<file path="src/rtl/simon_game_ctrl.sv">
// simon_game_ctrl: game-flow controller for a four-colour Simon memory game.
// A free-running LFSR seeds a 16-colour sequence at game start; each round the
// display block replays the first N+1 colours, then the player must repeat them.
//
// Ports:
//   clk, rst_n          clock, synchronous active-low reset
//   start               level; starts a game from IDLE, FAIL or WIN
//   btn_valid/colour    one-cycle player press and its colour
//   complete_display    one-cycle done pulse from the display block
//   rst_display         reset to the display block (high in IDLE/LOAD)
//   en_display          one-cycle start pulse on each SHOW entry
//   seq_out             16 colours, colour k at bits [2k+1:2k]
//   round_ctr           round N shows/expects N+1 colours
//   state_o             FSM state code
//   game_over/game_win  high while in FAIL / WIN
//   timeout_flag        high in FAIL when caused by player inactivity
//
// Optional feature: define SIMON_INPUT_TIMEOUT_EN to build the input
// inactivity timer (limit TIMEOUT_CYCLES); otherwise INPUT waits forever.
module simon_game_ctrl #(
  parameter logic [23:0] TIMEOUT_CYCLES = 24'd12_000_000
) (
  input  logic        clk,
  input  logic        rst_n,
  input  logic        start,
  input  logic        btn_valid,
  input  logic [1:0]  btn_colour,
  input  logic        complete_display,
  output logic        rst_display,
  output logic        en_display,
  output logic [31:0] seq_out,
  output logic [3:0]  round_ctr,
  output logic [2:0]  state_o,
  output logic        game_over,
  output logic        game_win,
  output logic        timeout_flag
);

  localparam logic [2:0] S_IDLE     = 3'd0;
  localparam logic [2:0] S_LOAD     = 3'd1;
  localparam logic [2:0] S_SHOW     = 3'd2;
  localparam logic [2:0] S_INPUT    = 3'd3;
  localparam logic [2:0] S_ROUND_OK = 3'd4;
  localparam logic [2:0] S_FAIL     = 3'd5;
  localparam logic [2:0] S_WIN      = 3'd6;

  localparam logic [31:0] LFSR_MASK = 32'h8020_0003;
  localparam logic [3:0]  LAST_ROUND = 4'd15;

  logic [2:0]  r_state;
  logic [2:0]  w_next;
  logic [31:0] r_lfsr;
  logic [31:0] r_seq;
  logic [3:0]  r_round;
  logic [3:0]  r_idx;
  logic        r_rst_display;
  logic        r_en_display;
  logic        r_game_over;
  logic        r_game_win;
  logic        r_timeout_flag;
  logic [1:0]  w_exp_colour;
  logic        w_tmo_hit;

  assign w_exp_colour = r_seq[{r_idx, 1'b0} +: 2];

`ifdef SIMON_INPUT_TIMEOUT_EN
  logic [23:0] r_tmo_cnt;

  // Inactivity counter: cleared on INPUT entry and on every press in INPUT.
  always_ff @(posedge clk) begin
    if (!rst_n) begin
      r_tmo_cnt <= 24'd0;
    end else if ((r_state == S_SHOW) && complete_display) begin
      r_tmo_cnt <= 24'd0;
    end else if (r_state == S_INPUT) begin
      if (btn_valid) r_tmo_cnt <= 24'd0;
      else           r_tmo_cnt <= r_tmo_cnt + 24'd1;
    end
  end

  assign w_tmo_hit = (r_state == S_INPUT) && !btn_valid &&
                     (r_tmo_cnt == TIMEOUT_CYCLES - 24'd1);
`else
  logic w_unused_timeout;
  assign w_unused_timeout = ^TIMEOUT_CYCLES;
  assign w_tmo_hit        = 1'b0;
`endif

  // Next-state logic.
  always_comb begin
    w_next = r_state;
    case (r_state)
      S_IDLE, S_FAIL, S_WIN: if (start) w_next = S_LOAD;
      S_LOAD:                w_next = S_SHOW;
      S_SHOW:                if (complete_display) w_next = S_INPUT;
      S_INPUT: begin
        if (btn_valid) begin
          if (btn_colour != w_exp_colour) w_next = S_FAIL;
          else if (r_idx == r_round)      w_next = S_ROUND_OK;
        end else if (w_tmo_hit) begin
          w_next = S_FAIL;
        end
      end
      S_ROUND_OK:            w_next = (r_round == LAST_ROUND) ? S_WIN : S_SHOW;
      default:               w_next = S_IDLE;
    endcase
  end

  // State, LFSR, game data and registered outputs.
  always_ff @(posedge clk) begin
    if (!rst_n) begin
      r_state        <= S_IDLE;
      r_lfsr         <= 32'h0000_0001;
      r_seq          <= 32'd0;
      r_round        <= 4'd0;
      r_idx          <= 4'd0;
      r_rst_display  <= 1'b1;
      r_en_display   <= 1'b0;
      r_game_over    <= 1'b0;
      r_game_win     <= 1'b0;
      r_timeout_flag <= 1'b0;
    end else begin
      // Galois right-shift LFSR; nonzero seed keeps it out of the lock-up state.
      r_lfsr  <= r_lfsr[0] ? ((r_lfsr >> 1) ^ LFSR_MASK) : (r_lfsr >> 1);
      r_state <= w_next;

      // Outputs are registered from the next state so they align with state_o.
      r_rst_display <= (w_next == S_IDLE) || (w_next == S_LOAD);
      r_en_display  <= (w_next == S_SHOW) && (r_state != S_SHOW);
      r_game_over   <= (w_next == S_FAIL);
      r_game_win    <= (w_next == S_WIN);
      // Flag survives while FAIL is held; set only by a timeout-caused entry.
      r_timeout_flag <= (w_next == S_FAIL) &&
                        ((r_state == S_FAIL) ? r_timeout_flag : w_tmo_hit);

      case (r_state)
        S_LOAD: begin
          r_seq   <= r_lfsr;
          r_round <= 4'd0;
          r_idx   <= 4'd0;
        end
        S_SHOW: if (complete_display) r_idx <= 4'd0;
        S_INPUT: begin
          if (btn_valid && (btn_colour == w_exp_colour) && (r_idx != r_round))
            r_idx <= r_idx + 4'd1;
        end
        S_ROUND_OK: if (r_round != LAST_ROUND) r_round <= r_round + 4'd1;
        default: ;
      endcase
    end
  end

  assign rst_display  = r_rst_display;
  assign en_display   = r_en_display;
  assign seq_out      = r_seq;
  assign round_ctr    = r_round;
  assign state_o      = r_state;
  assign game_over    = r_game_over;
  assign game_win     = r_game_win;
  assign timeout_flag = r_timeout_flag;

endmodule
</file>
<file path="config.mk">
export PLATFORM = sky130hd
export DESIGN_NAME = simon_game_ctrl
export DESIGN_NICKNAME = d
export VERILOG_FILES = /design/src/rtl/simon_game_ctrl.sv
export SDC_FILE = /design/constraint.sdc
export NUM_CORES = 1
export LEC_CHECK = 0
export CORE_ASPECT_RATIO = 0.5
export CORE_MARGIN = 5
export CORE_UTILIZATION = 48
export CTS_BUF_LIST = sky130_fd_sc_hd__clkbuf_16
export DETAILED_ROUTE_END_ITERATION = 16
export GPL_ROUTABILITY_DRIVEN = 0
export PLACE_DENSITY_LB_ADDON = 0.05
export RECOVER_POWER = 100
export SLEW_MARGIN = 5
export SYNTH_ARGS = -nofsm -noshare
export SYNTH_HDL_FRONTEND = slang
export SYNTH_SLANG_ARGS = --single-unit
</file>
<file path="constraint.sdc">
create_clock -name clk -period 2.3 [get_ports clk]
set_input_delay 0.345 -clock clk [delete_from_list [all_inputs] [get_ports clk]]
set_output_delay 0.345 -clock clk [all_outputs]
set_load 0.02 [all_outputs]
</file>
# Word level (Yosys, flattened, before mapping)
# Index checks and enable logic that the tools add are counted.
# Widths: inputs -> output; s select.
# classes
n_eq_ne,20
n_bitwise,1
add_sub_neg,2
n_reduce_logical,13
n_shift,1
muxes,14
# ops
cell,count
$shiftx 32x6->2,1
$mux 22,1
$mux 3,6
$eq 3x3->1 const B,5
$pmux 3 s5,1
$mux 4,3
$pmux 4 s3,1
$eq 3x2->1 const B,3
$add 4x1->4 const B,2
$pmux 4 s2,1
$eq 3x1->1 const B,2
$logic_not 3->1,2
$ne 2x2->1 const B,3
$eq 4x4->1,1
$eq 4x4->1 const B,1
$logic_and 1x1->1,4
$ne 4x4->1,1
$ne 4x4->1 const B,1
$not 3->4,1
$reduce_and 2->1,2
$ne 3x2->1 const B,1
$reduce_and 3->1,1
$reduce_bool 3->1,1
$reduce_or 3->1,1
5 further kinds,5
# word_totals
regBits,80
wordCells,62

# Longest topological paths before layout
# logic_depth
ltp_word,7
mapped_depth,8
mapped_depth_nobuf,7

# Least setup slack after synthesis
# OpenSTA, ideal clock, no wires.
# synth_path
path_type,register -> register
start,register r_idx[0]
end,"register r_rst_display, in the netlist rst_display"
stages_incl_launch_ff,9
setup_slack_ps,163
synth_period_minus_slack_ps,2137
arrival_time_ps,2022
setup_time_ps,115
path_cell_list,dfxtp_1 buf_6 mux4_2 mux2i_1 xor2_1 nand3_1 a21oi_2 o21ai_0 o21a_1
# synth_via
elab_chain_cells,7
# synth_lines
item,line_no,text
from (decl),55,logic [3:0] r_idx;
from (signal assigned),145,r_idx <= r_idx + 4'd1;
$shiftx 32x6->2 or $eq 4x4->1 (tied branches),"64, 99",
$ne 2x2->1 or $mux 3 (tied branches),"98, 99",
$mux 3 (*),98,if (btn_colour != w_exp_colour) w_next = S_FAIL;
$mux 3 (*),97,if (btn_valid) begin
$pmux 3 s5 (*),92,case (r_state)
$eq 3x1->1 or $logic_not 3->1 (tied branches),128,r_rst_display <= (w_next == S_IDLE) || (w_next == S_LOAD);
$logic_or 1x1->1 (*),128,
to (signal assigned),128,
to (decl),56,logic r_rst_display;
# Mark *: on every way between the ends. The rest lies on a longest branch, timed or not.
# A chain may end at the register's enable or synchronous reset.

# Worst setup path after layout
# layout_path
start,register r_idx[0]
end,"register r_timeout_flag, in the netlist timeout_flag"
# layout_via
elab_chain_cells,7
# layout_lines
item,line_no,text
$shiftx 32x6->2 or $eq 4x4->1 (tied branches),"64, 99",
$ne 2x2->1 or $mux 3 (tied branches),"98, 99",
$mux 3 (*),98,
$mux 3 (*),97,
$pmux 3 s5 (*),92,
$eq 3x3->1 (*),133,r_timeout_flag <= (w_next == S_FAIL) &&
$logic_and 1x1->1 (*),133,
to (signal assigned),133,
to (decl),60,logic r_timeout_flag;
# Marked as above.

==> results by group <==
STA
  • Final setup TNS: 0 ns
  • Tcrit/Tclk final: 0.971
  • Worst Skew: 0.00662 ns
  • Worst slew margin: 0.314
  • Max-slew violation count: 0
  • Unrepaired setup endpoints after global routing: true
  • Final setup viols: 0
  • Slew @ Worst Pin: between 1 and 1.5 ns
  • Final Critical Period: 2.23 ns
  • Final Hold Fails: 0
  • Fmax achieved: about 450 MHz

Yosys
  • Synth cell types: 38
  • Post-Synth Simple-Gate Area: 0.226
  • Largest family of logic cells by synthesized area: simple AND/OR/NAND/NOR gates
  • Yosys reg bits: 80
  • Main synth FF type: dfxtp_1
  • Syn Nets: 355
  • Post-synthesis xor/xnor area fraction: 0.0387
  • Avg Cell Area, Syn: 9.17 um2
  • Mapped cell area: 3170 um2
  • Post-synthesis compound-gate area fraction: 0.107
  • Adder-cell share of the synthesized area: 0.00789
  • Multiplexer share of the synthesized area: 0.0840
  • Synth Instances: 346
  • Post-synth EDFFs: 0
  • Synth warnings: 0
  • Yosys top cell area share: 0.505
  • Post-synth ARST share: 0
  • Post-synth top area cell: dfxtp_1
  • Post-synthesis sequential area ratio: 0.505
  • Top post-synthesis cells by area: dfxtp_1 50%, nor2_1 8.8%, and2_1 6.3%, o21ai_0 5.7%, mux4_2 5.0%

Die
  • Width of the die: between 100 and 150 um
  • Row Count: 20
  • Core area: 6230 um2
  • Starting Density: 0.509
  • Die footprint: 8430 um2
  • Die Span Y: between 60 and 70 um
  • Io pins: 51

CTS
  • Clk_lat worst skew: 0.33 ns
  • CTS Buf Count: 9
  • TritonCTS Sinks: 80
  • Maximum buffer depth of the clock tree: 2
  • CTS clock-pin slew for the worst setup and hold paths: approximately 0.060 ns
  • CTS tree: yes
  • Root Buffer: clkbuf_16
  • Post-CTS setup buffers: 0
  • H-Tree Depth: 3

Global routing
  • Pin count of the biggest net entering global routing: ~70
  • Total gr overflow: 0
  • First-pass GRT wire length: 12,200 um
  • GRT Overall Usage: 0.186
  • Vias in the first global route: 2,375
  • Initial antenna violation count: 0

Pwr
  • PD cells: approximately 800 nW/um2
  • Pleak: 0.00166 uW
  • Peak VDD IR: 0.633 mV

Setup path
  • Critical path startpoint category: flop
  • Cells on worst reg2reg path: 8
  • Worst-path fanout max: 5
  • FF-to-FF setup slack: about 0.066 ns
  • CP endpoint kind: flop
  • WP data arrival: 2.44 ns
  • Reg2reg start: r_idx[0]
  • Kind of critical path: reg2reg
  • FF-to-FF End: timeout_flag
  • CP required: 2.51 ns
  • Critical path origin: r_idx[0]

Layout
  • Filler instances: 500
  • Final instance area: 4090 um2
  • Most frequent cells in the layout: 78 x dfxtp_1, 73 x nor2_1, 42 x dlygate4sd3_1, 35 x o21ai_0, 23 x and2_1
  • Synth-to-layout area growth: 28.8%
  • Final nets: 407
  • Most common cell after layout, fill and taps aside: dfxtp_1
  • Share of cells above drive strength 1: 0.114
  • Diodes inserted: 0

Routing
  • Drt initial violations: roughly 180
  • Detail Route Antenna Nets: 0
  • WL per Instance: around 15 um
  • Via/cell ratio: 5.16
  • DRC: 0
  • TritonRoute pass-1 iters: 4
  • Vias: 2,536
  • Final WL: 7530 um

Outcome
  • Outcome: finished, final reports clean

Job
  • Total of max-cap violations: 0

Hold path
  • Worst hold path endpoint: r_lfsr[5]
  • Worst min path class: reg2reg
  • Min-Delay Startpoint: r_lfsr[6]
  • Hold depth: 1

Place
  • Hpwl dp: 5200 um
  • Post-DP Area: 3780 um2
  • Port bufs: 50
==> state kept, by name (all words and copies together), names as in the netlist, 3 cells and up <==
register and cells:
seq_out 32, r_lfsr 32, state_o 3, r_idx 4, round_ctr 4
==> Yosys cell counts (4+ instances only) <==
cell	number
dfxtp_1	80
nor2_1	74
o21ai_0	36
and2_1	32
nand2_1	20
clkbuf_1	17
nand3_1	13
xor2_1	12
mux4_2	7
mux2i_1	6
a21boi_0	4
a21oi_1	4
inv_1	4
nor2b_1	4
==> report_power, final <==
group | leakage, uW | switching [uW] | internal (uW)
Combinational | 0.000875 | 303 | 224
Sequential | 0.000653 | 95.0 | 1480
Clock | 0.000133 | 526 | 719
Total | 0.00166 | 924 | 2420
==> critical path, stage by stage, from the launching register on <==
cell,delay [ns]
dfxtp_2,0.35
buf_6,0.13
mux4_2,0.52
mux2i_2,0.17
xor2_1,0.20
nand3_1,0.17
a21oi_4,0.28
o32a_4,0.25
nor3_1,0.05
==> stage by stage <==
stage / std cells / power [uW] / hold WS, ns / setup slack [ns] / util
final: 491 / 3340 / 0.446 / 0.0663 / 0.656
after global routing: 491 / 3490 / 0.464 / -0.0602 / 0.656
after CTS: 491 / 3400 / 0.449 / 0.00832 / 0.651
after detailed placement: 475 / 2140 / 0.436 / -0.00774 / 0.607
after global placement: 475 / 2130 / 0.427 / 0.0737 / 0.607
after floorplan: 346 / 1900 / 0.424 / 0.163 / -
==> metal layers <==
layer | vias to the layer above | track usage | wire [um]
li1 | 1273 | - | -
met1 | 1204 | 0.255 | 3930
met2 | 51 | 0.277 | 3120
met3 | 8 | 0.0742 | 425
met4 | 0 | 0.0486 | 58
met5 | - | 0 | 0
==> what timing repair did <==
| action | CTS | global route |
|---|---|---|
| hold buffers | 0 | 0 |
| pin swaps | 1 | 5 |
| setup endpoints to repair | 2 | 9 |
| gates resized for setup | 1 | 11 |
| hold endpoints to repair | 0 | 0 |
==> layout make-up <==
cell class              count  area [um2]  area share
clock buffers               9         225      0.0551
well taps                  88         110      0.0269
repair buffers             61         586       0.143
inverters                   4        15.0     0.00367
flip-flops and latches     80        1600       0.393
clock inverters             7        40.0     0.00980
multi-input cells         242        1510       0.369
==> logic make-up after synthesis <==
group | after synthesis
AOI/OAI and AO/OA | 57
and+or+nand+nor | 153
muxes | 16
adders and majority gates | 2
xor gates and xnor gates | 14
buffers and inverters | 24
DFF | 80
==> worst max path at each step <==
stage,end,cells past startpoint,slack (ns)
detailed placement,rst_display,8,-0.008
global placement,rst_display,8,0.07
finish,timeout_flag,8,0.07
global route,en_display,8,-0.06
CTS,rst_display,8,0.008
floorplan,rst_display,8,0.16
(Power assumes the default switching activity.)
